--- config.mk ---
export PLATFORM = sky130hd
export DESIGN_NAME = pipe_skid_stage
export DESIGN_NICKNAME = d
export VERILOG_FILES = /design/src/rtl/pipe_skid_stage.sv
export SDC_FILE = /design/constraint.sdc
export NUM_CORES = 1
export LEC_CHECK = 0
export CAP_MARGIN = 20
export CORE_MARGIN = 3
export CORE_UTILIZATION = 44
export DETAILED_ROUTE_END_ITERATION = 6
export HOLD_SLACK_MARGIN = 0.05
export PLACE_DENSITY = 0.7
export SETUP_SLACK_MARGIN = 0.5
export SYNTH_ARGS = -nofsm -noshare
export SYNTH_HDL_FRONTEND = slang
export SYNTH_SLANG_ARGS = --single-unit
--- constraint.sdc ---
create_clock -name clk -period 7.9 [get_ports clk]
set_clock_uncertainty 0.15 [all_clocks]
set_input_delay 0.79 -clock clk [delete_from_list [all_inputs] [get_ports clk]]
set_output_delay 0.79 -clock clk [all_outputs]
set_load 0.02 [all_outputs]
--- src/rtl/pipe_skid_stage.sv ---
// Pipeline-stage register with valid/ready handshake, optional 2-entry skid buffer,
// synchronous flush and a programmable bubble payload held whenever the stage is empty.
module pipe_skid_stage #(
  parameter int              DW     = 64,
  parameter logic [DW-1:0]   BUBBLE = '0,
  parameter bit              SKID   = 1'b1
) (
  input  logic          clk,
  input  logic          rst,
  input  logic          flush,
  input  logic          in_valid,
  output logic          in_ready,
  input  logic [DW-1:0] in_data,
  output logic          out_valid,
  input  logic          out_ready,
  output logic [DW-1:0] out_data,
  output logic [1:0]    count
);

  typedef enum logic [1:0] {
    EMPTY = 2'd0,
    ONE   = 2'd1,
    TWO   = 2'd2
  } state_t;

  state_t        state_q, state_d;
  logic [DW-1:0] m_q, m_d;
  logic [DW-1:0] s_q, s_d;
  logic          in_fire;
  logic          out_fire;

  assign out_valid = (state_q != EMPTY);
  assign out_data  = m_q;
  assign count     = (state_q == TWO) ? 2'd2 : ((state_q == ONE) ? 2'd1 : 2'd0);

  // With the skid entry, in_ready depends on state only; without it, it looks through to out_ready.
  assign in_ready  = SKID ? (state_q != TWO) : (~out_valid | out_ready);

  assign in_fire   = in_valid & in_ready;
  assign out_fire  = out_valid & out_ready;

  always_comb begin
    state_d = state_q;
    m_d     = m_q;
    s_d     = s_q;
    if (flush) begin
      state_d = EMPTY;
      m_d     = BUBBLE;
      s_d     = BUBBLE;
    end else begin
      case (state_q)
        EMPTY: begin
          if (in_fire) begin
            state_d = ONE;
            m_d     = in_data;
          end
        end
        ONE: begin
          if (in_fire && out_fire) begin
            m_d = in_data;
          end else if (in_fire && SKID) begin
            state_d = TWO;
            s_d     = in_data;
          end else if (out_fire) begin
            state_d = EMPTY;
            m_d     = BUBBLE;
          end
        end
        TWO: begin
          if (out_fire) begin
            state_d = ONE;
            m_d     = s_q;
            s_d     = BUBBLE;
          end
        end
        default: begin
          state_d = EMPTY;
          m_d     = BUBBLE;
          s_d     = BUBBLE;
        end
      endcase
    end
  end

  always_ff @(posedge clk or posedge rst) begin
    if (rst) begin
      state_q <= EMPTY;
      m_q     <= BUBBLE;
      s_q     <= BUBBLE;
    end else begin
      state_q <= state_d;
      m_q     <= m_d;
      s_q     <= s_d;
    end
  end

endmodule

==> results.md <==
- Synth Register Bits: 130
- FF/Latch Area: 0.00326 mm2
- Number of global-route vias before repair: 5081
- CP peak stage delay: 0.74 ns
- Total CTS buffers: 17
- CTS Root Cell: clkbuf_16
- Worst-Margin Slew: 0.848 ns
- Pre-CTS setup slack: 4.50 ns
- Clock Sinks: 130
- Fill cells: 1207
- Power Density: 223 mW/mm2
- Layout area overhead: 30.2%
- Core footprint: 0.0146 mm2
- Lkg Pwr: 0.00362 uW
- FP Rows: 44
- Peak Freq: 0.260 GHz
- Reg2reg path depth: 6
- Hold path endpoint: out_data[8]
- R2r setup slk: 4.63 ns
- Seq/Total Area, Yosys: 0.489
- Max Cap Violations: 0
- Global-route wire length before repair: 26300 um
- Vias: 4936
- Gr ovfl total: 0
- WL final: 15900 um
- Wire per inst: 17.6 um
- Ant. Diodes: 0
- Status: complete, no violations
- Multi-input gate area: 0.00282 mm2
- Synth unique cells: 23
- WP data required: 6.96 ns
- Final setup TNS: 0 ns
- Max-slew violations: 0
- Layout cells sized above 1: 0.0727
- Synth Instances: 587
- Clock Latency Late Sink: 0.42 ns
- Post-cts sizing count: 0
- Gp weighted congestion: 0.784
- CP startpoint: state_q[1]
- Hold Crit Class: reg -> reg
- Maximum vdd drop: 154 uV
- Initial drt markers: 275
- Reg2Reg Launch Point: state_q[0]
- HPWL after DPL: 10400 um
- CP Class: reg -> out
- Worst Setup Slack, final: 4.06 ns
- Tcrit/Tclk final: 0.486
- Unrepaired setup endpoints after global routing: no
- Hold Startpoint: out_data[8]
- CTS clk-pin slew, worst paths: 0.06 ns
- Buf/Inv on CP: 2
- Hold depth: 1
- Die height: 129 um
- CTS tree: done
- Nets@finish: 771
- CP startpoint kind: flip-flop
- DIE AREA: 0.0166 mm2
- Mapped Area: 0.00666 mm2
- CP max stage cell: dfrtp_4
- Worst Path Max Fanout: 45
- Hold buffers post-CTS: 0
- Antenna Nets Post-Route: 0
- Starting density of the core: 0.454
- Finish-stage setup viols: 0
- Io pins: 137
- Final Critical Period: 3.84 ns
- Pin count of the biggest net entering global routing: 81
- H-Tree Depth: 4
- Synth warn: 0
- Total nets after synthesis: 656
- DRC Markers: 0
- Die W: 129 um
- PnR Total Power: 1940 uW
- Critical Path AT: 2.90 ns
- Worst path cell trace: buf_4, nor2b_1, clkdlybuf4s50_1
- Initial antenna violation count: 0
- Postcts setup bufs: 0
- Crit path max-delay family: buffers and inverters
- All-Layer GR Usage: 0.200
- Mapped Avg Cell Area: 11.3 um2
- Critical Path Sink Type: output port
- Final Hold Viols: 0
- Reg2reg end: s_q[7]
- Slew margin rel.: 0.433
- Vias per cell: 5.49
- Port Buffers: 136
- TritonRoute pass-1 iters: 4
- Maximum clock insertion buffer count: 2
==> how the worst max path moves through the flow <==
stage / to / slack [ns] / cells after the start
6_report: count[1] / 4.06 / 3
5_1_grt: count[1] / 3.92 / 3
4_1_cts: count[1] / 4.05 / 3
3_5_place_dp: s_q[52] / 4.50 / 6
3_3_place_gp: count[1] / 4.57 / 3
2_1_floorplan: out_data[0] / 3.49 / 1
==> layer usage <==
layer  vias to the layer above  part of all wire  track usage
li1                       2313                 -            -
met4                         0             0.017       0.0618
met2                       127              0.47        0.311
met1                      2472              0.46        0.276
met5                         -                 0            0
met3                        24             0.049       0.0540
==> cells in the final DEF (no fill, tap or decap), drive strengths merged, types with 2 or more instances in the layout <==
master         synthesis  final
clkdlybuf4s50          0    136
dfrtp                130    130
mux2i                129    129
inv                   66     66
nand2                 65     65
a22o                  65     65
o2bb2ai               64     64
clkbuf                 5     19
buf                   44      9
nor2                   8      8
bufinv                 0      5
clkinvlp               0      4
nor2b                  4      4
clkinv                 0      4
a21oi                  2      2
==> Yosys cell counts, drive strengths merged <==
library cell	number	area share
o2bb2ai	64	0.084
dfrtp	130	0.49
nor2b	4	0.0049
inv	66	0.037
a21oi	2	0.0015
a2bb2oi	1	0.0023
mux2i	129	0.19
o22a	1	0.0013
clkbuf	5	0.0028
nand2	65	0.037
or2	1	0.00094
buf	44	0.049
nor3	1	0.00075
or3b	1	0.0013
a22o	65	0.086
nor2	8	0.0085
==> metrics by stage <==
step | hold WS [ns] | instance area, um2 | utilization | cells
2_1_floorplan | 0.347 | 6660 | - | 587
3_3_place_gp | 0.339 | 7980 | 0.545 | 866
3_5_place_dp | 0.342 | 7980 | 0.545 | 866
4_1_cts | 0.356 | 8640 | 0.590 | 898
5_1_grt | 0.365 | 8660 | 0.592 | 899
6_report | 0.351 | 8660 | 0.592 | 899
==> flip-flops by register name, summed over array words and instances (netlist names) <==
register and count:
out_data 64, state_q 2, s_q 64
==> worst register-to-register path, cell delays in order, from the launching register on <==
cell and delay, ns:
dfrtp_2 0.83, buf_4 0.50, nor2b_4 0.29, nor2b_4 0.73, buf_4 0.44, nand2_1 0.12
mux2i_1 0.14
==> layout make-up <==
| type | count | area share |
|---|---|---|
| clock buffers | 19 | 0.0523 |
| inverters | 66 | 0.0289 |
| flip-flops and latches | 130 | 0.376 |
| well taps | 184 | 0.0266 |
| multi-input cells | 342 | 0.326 |
| clock inverters | 13 | 0.0240 |
| repair buffers | 145 | 0.166 |
==> kinds of logic after synthesis <==
family,count (synthesis),synth area share
AO/OA/AOI/OAI,133,0.175
buffers and inverters,115,0.0893
flip-flops,130,0.489
multiplexers,129,0.194
AND/OR/NAND/NOR,80,0.0530
==> power by group <==
part	total [uW]	internal [uW]	switching, uW	leakage (uW)
Combinational	316	149	167	0.00155
Sequential	744	711	33.1	0.00176
Clock	875	576	299	0.000311
Power figures use the tool's default switching activity.
